===== src/rtl/reg_file_sb_if.sv =====
// Bus bundle for the two-read / two-write register file with busy scoreboard.
// The caller (decode, writeback and issue logic) drives the master side; the
// register file sits on the slave side. There is no valid/ready pair here:
// regWrite, regWrite2 and issueValid are single-cycle qualifiers that are
// always accepted at the next rising edge. Read data and busy flags are
// combinational and have no backpressure.
interface reg_file_sb_if #(
    parameter int DATA_W = 32,
    parameter int ADDR_W = 5
);
    // Read ports
    logic [ADDR_W-1:0] readReg1;
    logic [ADDR_W-1:0] readReg2;
    logic [DATA_W-1:0] readData1;
    logic [DATA_W-1:0] readData2;
    logic              busy1;
    logic              busy2;

    // Write port A (ALU writeback)
    logic [ADDR_W-1:0] writeReg;
    logic [DATA_W-1:0] writeData;
    logic              regWrite;

    // Write port B (memory/load writeback)
    logic [ADDR_W-1:0] writeReg2;
    logic [DATA_W-1:0] writeData2;
    logic              regWrite2;

    // Issue port: marks a destination register as having a pending producer
    logic [ADDR_W-1:0] issueReg;
    logic              issueValid;

    modport master (
        output readReg1, readReg2,
        output writeReg, writeData, regWrite,
        output writeReg2, writeData2, regWrite2,
        output issueReg, issueValid,
        input  readData1, readData2, busy1, busy2
    );

    modport slave (
        input  readReg1, readReg2,
        input  writeReg, writeData, regWrite,
        input  writeReg2, writeData2, regWrite2,
        input  issueReg, issueValid,
        output readData1, readData2, busy1, busy2
    );
endinterface


===== src/rtl/reg_file_sb.sv =====
// Two-write, two-read register file with write-to-read bypass and a
// per-register busy scoreboard for the pipelined MIPS datapath.
// Port A (ALU writeback) wins over port B (load writeback) on an address
// clash. An issue marking a register busy wins over a write clearing it in
// the same cycle, because the issue is the newer producer. With ZERO_REG set,
// register 0 reads as zero, drops writes and never becomes busy.
module reg_file_sb #(
    parameter int DATA_W   = 32,
    parameter int ADDR_W   = 5,
    parameter int ZERO_REG = 1
) (
    input logic          clock,
    input logic          reset,
    reg_file_sb_if.slave bus
);
    localparam int DEPTH = 1 << ADDR_W;
    localparam logic [ADDR_W-1:0] ZERO_ADDR = '0;

    // Architectural state
    logic [DATA_W-1:0] regs [DEPTH];
    logic [DEPTH-1:0]  busy;
    logic [DEPTH-1:0]  busy_next;

    // Filtered write strobes
    logic wr_a_en;
    logic wr_b_en;
    logic clr_b_en;

    // Per read port views (index 0 -> port 1, index 1 -> port 2)
    logic [ADDR_W-1:0] rd_addr [2];
    logic [DATA_W-1:0] rd_data [2];
    logic              rd_busy [2];
    logic              hit_a   [2];
    logic              hit_b   [2];

    // True when the address is the hardwired zero register
    function automatic logic is_zero(input logic [ADDR_W-1:0] addr);
        return (ZERO_REG != 0) && (addr == ZERO_ADDR);
    endfunction

    // Qualify the write strobes: the zero register swallows writes and
    // port B loses to port A when both target the same word.
    always_comb begin
        wr_a_en  = bus.regWrite && !is_zero(bus.writeReg);
        clr_b_en = bus.regWrite2 && !is_zero(bus.writeReg2);
        wr_b_en  = clr_b_en &&
                   !(bus.regWrite && (bus.writeReg == bus.writeReg2));
    end

    assign rd_addr[0] = bus.readReg1;
    assign rd_addr[1] = bus.readReg2;

    // Combinational read with bypass: zero reg, then port A, then port B,
    // then stored word. Busy is masked by any write landing this cycle.
    always_comb begin
        for (int p = 0; p < 2; p++) begin
            hit_a[p]   = bus.regWrite  && (bus.writeReg  == rd_addr[p]);
            hit_b[p]   = bus.regWrite2 && (bus.writeReg2 == rd_addr[p]);
            rd_data[p] = regs[rd_addr[p]];
            rd_busy[p] = busy[rd_addr[p]] && !hit_a[p] && !hit_b[p];
            if (is_zero(rd_addr[p])) begin
                rd_data[p] = '0;
                rd_busy[p] = 1'b0;
            end else if (hit_a[p]) begin
                rd_data[p] = bus.writeData;
            end else if (hit_b[p]) begin
                rd_data[p] = bus.writeData2;
            end
        end
    end

    assign bus.readData1 = rd_data[0];
    assign bus.readData2 = rd_data[1];
    assign bus.busy1     = rd_busy[0];
    assign bus.busy2     = rd_busy[1];

    // Next scoreboard state: writes clear, then an issue sets (set wins).
    always_comb begin
        busy_next = busy;
        if (wr_a_en) begin
            busy_next[bus.writeReg] = 1'b0;
        end
        if (clr_b_en) begin
            busy_next[bus.writeReg2] = 1'b0;
        end
        if (bus.issueValid && !is_zero(bus.issueReg)) begin
            busy_next[bus.issueReg] = 1'b1;
        end
    end

    // Storage and scoreboard update; reset clears everything and overrides
    // any write or issue presented in the same cycle.
    always_ff @(posedge clock) begin
        if (reset) begin
            for (int i = 0; i < DEPTH; i++) begin
                regs[i] <= '0;
            end
            busy <= '0;
        end else begin
            if (wr_a_en) begin
                regs[bus.writeReg] <= bus.writeData;
            end
            if (wr_b_en) begin
                regs[bus.writeReg2] <= bus.writeData2;
            end
            busy <= busy_next;
        end
    end
endmodule


===== src/flat_wrapper.sv =====
// flat-port wrapper written by rule: the top's interface ports become plain ports
module reg_file_sb_flat 
#(
    parameter int DATA_W   = 32,
    parameter int ADDR_W   = 5,
    parameter int ZERO_REG = 1
)
  (clock, reset, bus_readReg1, bus_readReg2, bus_writeReg, bus_writeData, bus_regWrite, bus_writeReg2, bus_writeData2, bus_regWrite2, bus_issueReg, bus_issueValid, bus_readData1, bus_readData2, bus_busy1, bus_busy2);
  reg_file_sb_if #(.DATA_W(DATA_W), .ADDR_W(ADDR_W)) bus_i ();
  input logic clock;
  input logic reset;
  input wire logic [$bits(bus_i.readReg1)-1:0] bus_readReg1;
  input wire logic [$bits(bus_i.readReg2)-1:0] bus_readReg2;
  input wire logic [$bits(bus_i.writeReg)-1:0] bus_writeReg;
  input wire logic [$bits(bus_i.writeData)-1:0] bus_writeData;
  input wire logic [$bits(bus_i.regWrite)-1:0] bus_regWrite;
  input wire logic [$bits(bus_i.writeReg2)-1:0] bus_writeReg2;
  input wire logic [$bits(bus_i.writeData2)-1:0] bus_writeData2;
  input wire logic [$bits(bus_i.regWrite2)-1:0] bus_regWrite2;
  input wire logic [$bits(bus_i.issueReg)-1:0] bus_issueReg;
  input wire logic [$bits(bus_i.issueValid)-1:0] bus_issueValid;
  output wire logic [$bits(bus_i.readData1)-1:0] bus_readData1;
  output wire logic [$bits(bus_i.readData2)-1:0] bus_readData2;
  output wire logic [$bits(bus_i.busy1)-1:0] bus_busy1;
  output wire logic [$bits(bus_i.busy2)-1:0] bus_busy2;
  assign bus_i.readReg1 = bus_readReg1;
  assign bus_i.readReg2 = bus_readReg2;
  assign bus_i.writeReg = bus_writeReg;
  assign bus_i.writeData = bus_writeData;
  assign bus_i.regWrite = bus_regWrite;
  assign bus_i.writeReg2 = bus_writeReg2;
  assign bus_i.writeData2 = bus_writeData2;
  assign bus_i.regWrite2 = bus_regWrite2;
  assign bus_i.issueReg = bus_issueReg;
  assign bus_i.issueValid = bus_issueValid;
  assign bus_readData1 = bus_i.readData1;
  assign bus_readData2 = bus_i.readData2;
  assign bus_busy1 = bus_i.busy1;
  assign bus_busy2 = bus_i.busy2;
  reg_file_sb #(.DATA_W(DATA_W), .ADDR_W(ADDR_W), .ZERO_REG(ZERO_REG)) u_core (.clock(clock), .reset(reset), .bus(bus_i));
endmodule

===== config.mk =====
export PLATFORM = sky130hd
export DESIGN_NAME = reg_file_sb_flat
export DESIGN_NICKNAME = d
export VERILOG_FILES = /design/src/rtl/reg_file_sb_if.sv /design/src/rtl/reg_file_sb.sv /design/src/flat_wrapper.sv
export SDC_FILE = /design/constraint.sdc
export NUM_CORES = 2
export LEC_CHECK = 0
export CAP_MARGIN = 10
export CORE_ASPECT_RATIO = 0.6
export CORE_MARGIN = 3
export CORE_UTILIZATION = 28
export CTS_CLUSTER_DIAMETER = 150
export DETAILED_ROUTE_END_ITERATION = 10
export MAX_ROUTING_LAYER = met4
export SLEW_MARGIN = 25
export SYNTH_ARGS = -nofsm -noshare
export SYNTH_HDL_FRONTEND = slang
export SYNTH_SLANG_ARGS = --single-unit

===== constraint.sdc =====
create_clock -name clock -period 5.3 [get_ports clock]
set_clock_uncertainty 0.2 [all_clocks]
set_input_delay 1.59 -clock clock [delete_from_list [all_inputs] [get_ports clock]]
set_output_delay 1.59 -clock clock [all_outputs]
set_load 0.1 [all_outputs]

# ---- Yosys cells after proc, flatten, opt, wreduce, memory -nomap -nowiden
# Memory sizes are Yosys's and may differ from the RTL's.
# Cells that the tools add are included.
dict set report op_classes {
  order_cmp 8
  n_eq_ne 5
  muxes 35
  bitwise 5
  reduce_logical 31
}
# op n
set ops {}
lappend ops {{two-way mux 32 bit} 11}
lappend ops {{AND 32 bit} 2}
lappend ops {{inverter 32 bit} 2}
lappend ops {{OR reduction 32 bit} 2}
lappend ops {{OR 32 bit} 1}
lappend ops {{less-than comparator 5 x 6 -> 1 bit (second input constant)} 5}
lappend ops {{equality test 5 bit} 5}
lappend ops {{zero test 5 bit} 5}
lappend ops {{two-way mux 1 bit} 17}
lappend ops {{logical AND 1 bit} 16}
lappend ops {{demux 1 bit (select 5 bit)} 3}
lappend ops {{greater-or-equal comparator 5 x 1 -> 1 bit (second input constant)} 3}
lappend ops {{binary-select mux 1 bit (select 5 bit)} 2}
lappend ops {{two-way mux 5 bit} 2}
lappend ops {{zero test 1 bit} 8}
dict set report word_totals {
  reg_bits 32
  ramBits 1024
  input_bits 94
  out_inout_bits 66
  elab_cells 86
  n_memories 1
}
# memory words word_bits rd rd_ports_with_merged_regs write_ports line_no
set mem_list {}
lappend mem_list {u_core.regs 32 32 2 0 32 reg_file_sb.sv:20} ;# logic [DATA_W-1:0] regs [DEPTH];

# ---- Longest topological paths before layout
dict set report logic_depth {
  word_depth 11
  mapped_depth 9
  ltp_nobuf 5
}

# ---- Least setup slack after synthesis
# No wires, ideal clock.
dict set report synth_timing {
  kind {input port to output port}
  from {input bus_readReg1[1]}
  to {output bus_readData1[29]}
  arrival_time_ps 4519
  t_required_ps 3510
  slack_ps -1009
  stages 8
  n_path_buf 3
  path_cell_list {buf_2 -> or3b_2 -> clkbuf_1 -> clkbuf_1 -> o221ai_1 -> a211oi_1 -> a21o_1 -> o221ai_1}
}
dict set report synth_between {
  elab_chain_cells 5
  word_cells_on_any_way 9
  cone_classes {eq/ne: 2; mux: 3; reduce/logical: 3; memory: 1}
}
# element line_no
set synth_rtl {}
lappend synth_rtl {{from (decl)} flat_wrapper.sv:12} ;# input wire logic [$bits(bus_i.readReg1)-1:0] bus_readReg1;
lappend synth_rtl {{parallel branches: the longest is 4 deep, another holds memory read (32 x 32 bit)} n/a}
lappend synth_rtl {{two-way mux 32 bit *} reg_file_sb.sv:61} ;# if (is_zero(rd_addr[p])) begin
lappend synth_rtl {{to (decl)} flat_wrapper.sv:22} ;# output wire logic [$bits(bus_i.readData1)-1:0] bus_readData1;
# Every way passes the cells marked *.

# ---- Worst setup path in the final report
dict set report layout_timing {
  from {input bus_readReg1[0]}
  to {output bus_readData1[17]}
}
# The elaborated chain is that of the path after synthesis.

==> run metrics <==
status=finished with violations; failing checks=negative setup slack; Hold Slack=0.2931 ns; fin util=37.22%; Initial Utilization=28.38%; final setup margin=-0.5130 ns; pre-CTS setup slack=-1.244 ns; clk slew on worst S/H paths=0.06 ns; final setup violation count=66; I/O Buffers=159; Yosys reg bits=1,056; synth-to-layout area growth=31.18%; Final nets=4,831; Critical Path AT=4.02 ns; Post-synth EDFFs=1,024; Syn Inst Count=4,346; GPL Wtd Cong=0.9764; leakage=27.38 nW; Ports=160; Async S/R FF share, synth=0%; post-synth top area share=49.86%; die height=369.5 um; sequential power share=42.9%; first-pass GRT wire length=419,700 um; CTS tree=done; clk buf depth=3; Hold Vio Cnt, Final=0; Placed Instances=7,329; Max FO, Critical Path=7; total power=0.02319 W; required time of the critical path=3.51 ns; RSZ-0062 raised after global routing=true; Avg WL per Cell=40.32 um; Netlist cell types=53; drt total wl=311,300 um; GRT Total Usage=27.19%; synthesized area=61,680 um2; initial antenna violation count=7; hold path depth=1; CP endpoint kind=primary output; Hold Path Origin=u_core.busy[0]$_SDFF_PP0_; Synth Warn #=0; Final ANT Viol Nets=0; post-DR vias/cell=6.877; share of the yosys chip area belonging to registers=50.90%; clock share of power=34.5%; Achievable Freq=172.0 MHz; total of max-cap violations=0; Rel. slew slack=22.13%; Core ar.=217,300 um2; Worst Hold Class=reg -> reg; Clock Tree Root=clkbuf_16; DR DRC count=0; worst skew pair latency=0.76 ns; minimum clock period after layout=5.813 ns; total number of vias=53.10k; CTS Sinks=1,056; drt pass-1 iters=10; Crit. Startpoint=bus_readReg1[0]; Main synth FF type=edfxtp_1; H-tree depth=3; fillers=20.04k; Area contributors post-synth=edfxtp_1 (50%), mux4_2 (15%), a22o_1 (10%); Psw=0.007044 W; sw frac=30.37%; layout cell share with drive strength beyond 1=41.28%; Comb pwr share=22.6%; Slew Limit Fails=0; Final period util=109.7%; Slew @ Worst Pin=1.165 ns; hold buffers post-CTS=0; Num CTS Buffers=108; Worst setup SP type=input pin; Worst Setup Path Type=in -> out; Die ar.=226,100 um2; PwrDens=286.7 nW/um2; drt initial violations=10.43k; DP Wirelength=185,300 um; maximum number of pins on one net before global-route repair=47; area leader, netlist=edfxtp_1; Die X=611.9 um; GRT Residual Overflow=0; synthesized area per cell=14.19 um2; internal power consumption=0.01615 W; worst-case reg-to-reg path depth=2; peak supply drop=0.2590 mV; r2r startpoint=u_core.busy[22]$_SDFF_PP0_; vias in the first global route=50.20k; Layout Cells excl Fill=7,722; # rows=132
state kept, by name, summed over array words and instances, names as in the netlist:
name	flops
u_core.busy	32
u_core.regs	1024
per-stage QoR:
stage / area, um2 / setup TNS, ns
final: 80900 / -23.77
after floorplan: 61990 / -1.760
after CTS: 79800 / -22.90
after global routing: 80890 / -24.63
after global placement: 71480 / -56.89
after detailed placement: 71610 / -52.98
routing by layer:
metal  global-route usage (%)  wire, um  share of wire, %
met1                    34.15    111800                36
met2                    35.91    124700                40
met3                    13.39     56430                18
met4                    13.09     18510               5.9
met5                        -         0                 0
cell families after synthesis:
| logic type | synth area share [%] |
|---|---|
| buffers and inverters | 4.832 |
| multiplexers | 20.36 |
| XOR/XNOR | 0.3550 |
| flip-flops | 50.90 |
| other | 0.006080 |
| AO/OA/AOI/OAI | 20.14 |
| AND/OR/NAND/NOR | 3.416 |
cells in the final DEF, fill, tap and decap left out, types with 16 or more instances in the layout:
cell,instances
edfxtp_1,1024
a22o_1,736
buf_4,472
mux4_2,409
o2bb2ai_1,288
buf_12,250
mux2i_1,142
nand2_1,141
mux2_2,127
clkbuf_16,114
clkdlybuf4s50_1,72
buf_6,66
a221o_2,61
nor2_4,48
nor4_4,46
o221ai_1,44
a221oi_2,42
buf_16,40
dfxtp_1,32
conb_1,32
o211ai_1,29
nor2_1,28
a22oi_1,26
a221oi_4,26
mux2_4,25
o211a_1,25
clkbuf_1,25
a211oi_2,23
a221oi_1,22
and3_1,20
buf_8,19
o221ai_4,18
clkinv_2,18
and3_4,17
clkinv_1,16
cell usage after synthesis, types with 62 or more instances:
| library cell | number |
|---|---|
| a22o_1 | 736 |
| o2bb2ai_1 | 288 |
| nand2_1 | 151 |
| mux2i_1 | 163 |
| buf_1 | 70 |
| nor2_1 | 75 |
| o221ai_1 | 77 |
| clkbuf_1 | 430 |
| nor4_1 | 64 |
| a221oi_1 | 89 |
| mux2_2 | 152 |
| edfxtp_1 | 1024 |
| buf_2 | 150 |
| mux4_2 | 409 |
| a221o_1 | 62 |
critical path: stages:
cell,delay [ns]
buf_16,0.15
buf_16,0.19
buf_12,0.15
buf_6,0.12
xnor2_2,0.12
nand2_2,0.10
o21ai_4,0.13
buf_12,0.16
buf_16,0.15
buf_12,0.16
nor4_4,0.47
a221o_2,0.29
buf_12,0.19
power groups by stage:
stage	Combinational [W]	Clock (W)	Sequential (W)
finish	0.00525	0.00800	0.00994
floorplan	0.00250	0	0.00999
global route	0.00528	0.00829	0.00997
global placement	0.00447	0	0.0100
detailed placement	0.00449	0	0.0101
CTS	0.00498	0.00794	0.00991
worst paths after layout:
path,to,slack [ns]
max,bus_readData1[17],-0.51
max reg2reg,u_core.busy[22]$_SDFF_PP0_,4.32
min,u_core.busy[0]$_SDFF_PP0_,0.29
min reg2reg,u_core.busy[0]$_SDFF_PP0_,0.29
layout make-up:
| class | count | area, um2 | area share [%] |
|---|---|---|---|
| Antenna cell | 13 | 32.53 | 0.04021 |
| Clock buffer | 138 | 2877 | 3.555 |
| Clock inverter | 63 | 630.6 | 0.7795 |
| Inverter | 4 | 15.01 | 0.01856 |
| Multi-Input combinational cell | 2628 | 30590 | 37.81 |
| Sequential cell | 1056 | 31390 | 38.80 |
| Tap cell | 2881 | 3605 | 4.456 |
| Timing Repair Buffer | 939 | 11770 | 14.54 |
what timing repair did:
| item | in CTS | in global routing |
|---|---|---|
| pin swaps | 130 | 111 |
| gates resized for setup | 499 | 123 |
| gates cloned | 27 | 5 |
| endpoints found under the setup margin | 66 | 66 |
| buffers inserted | 151 | 51 |
Note: power is estimated with default switching activity, not from simulation.
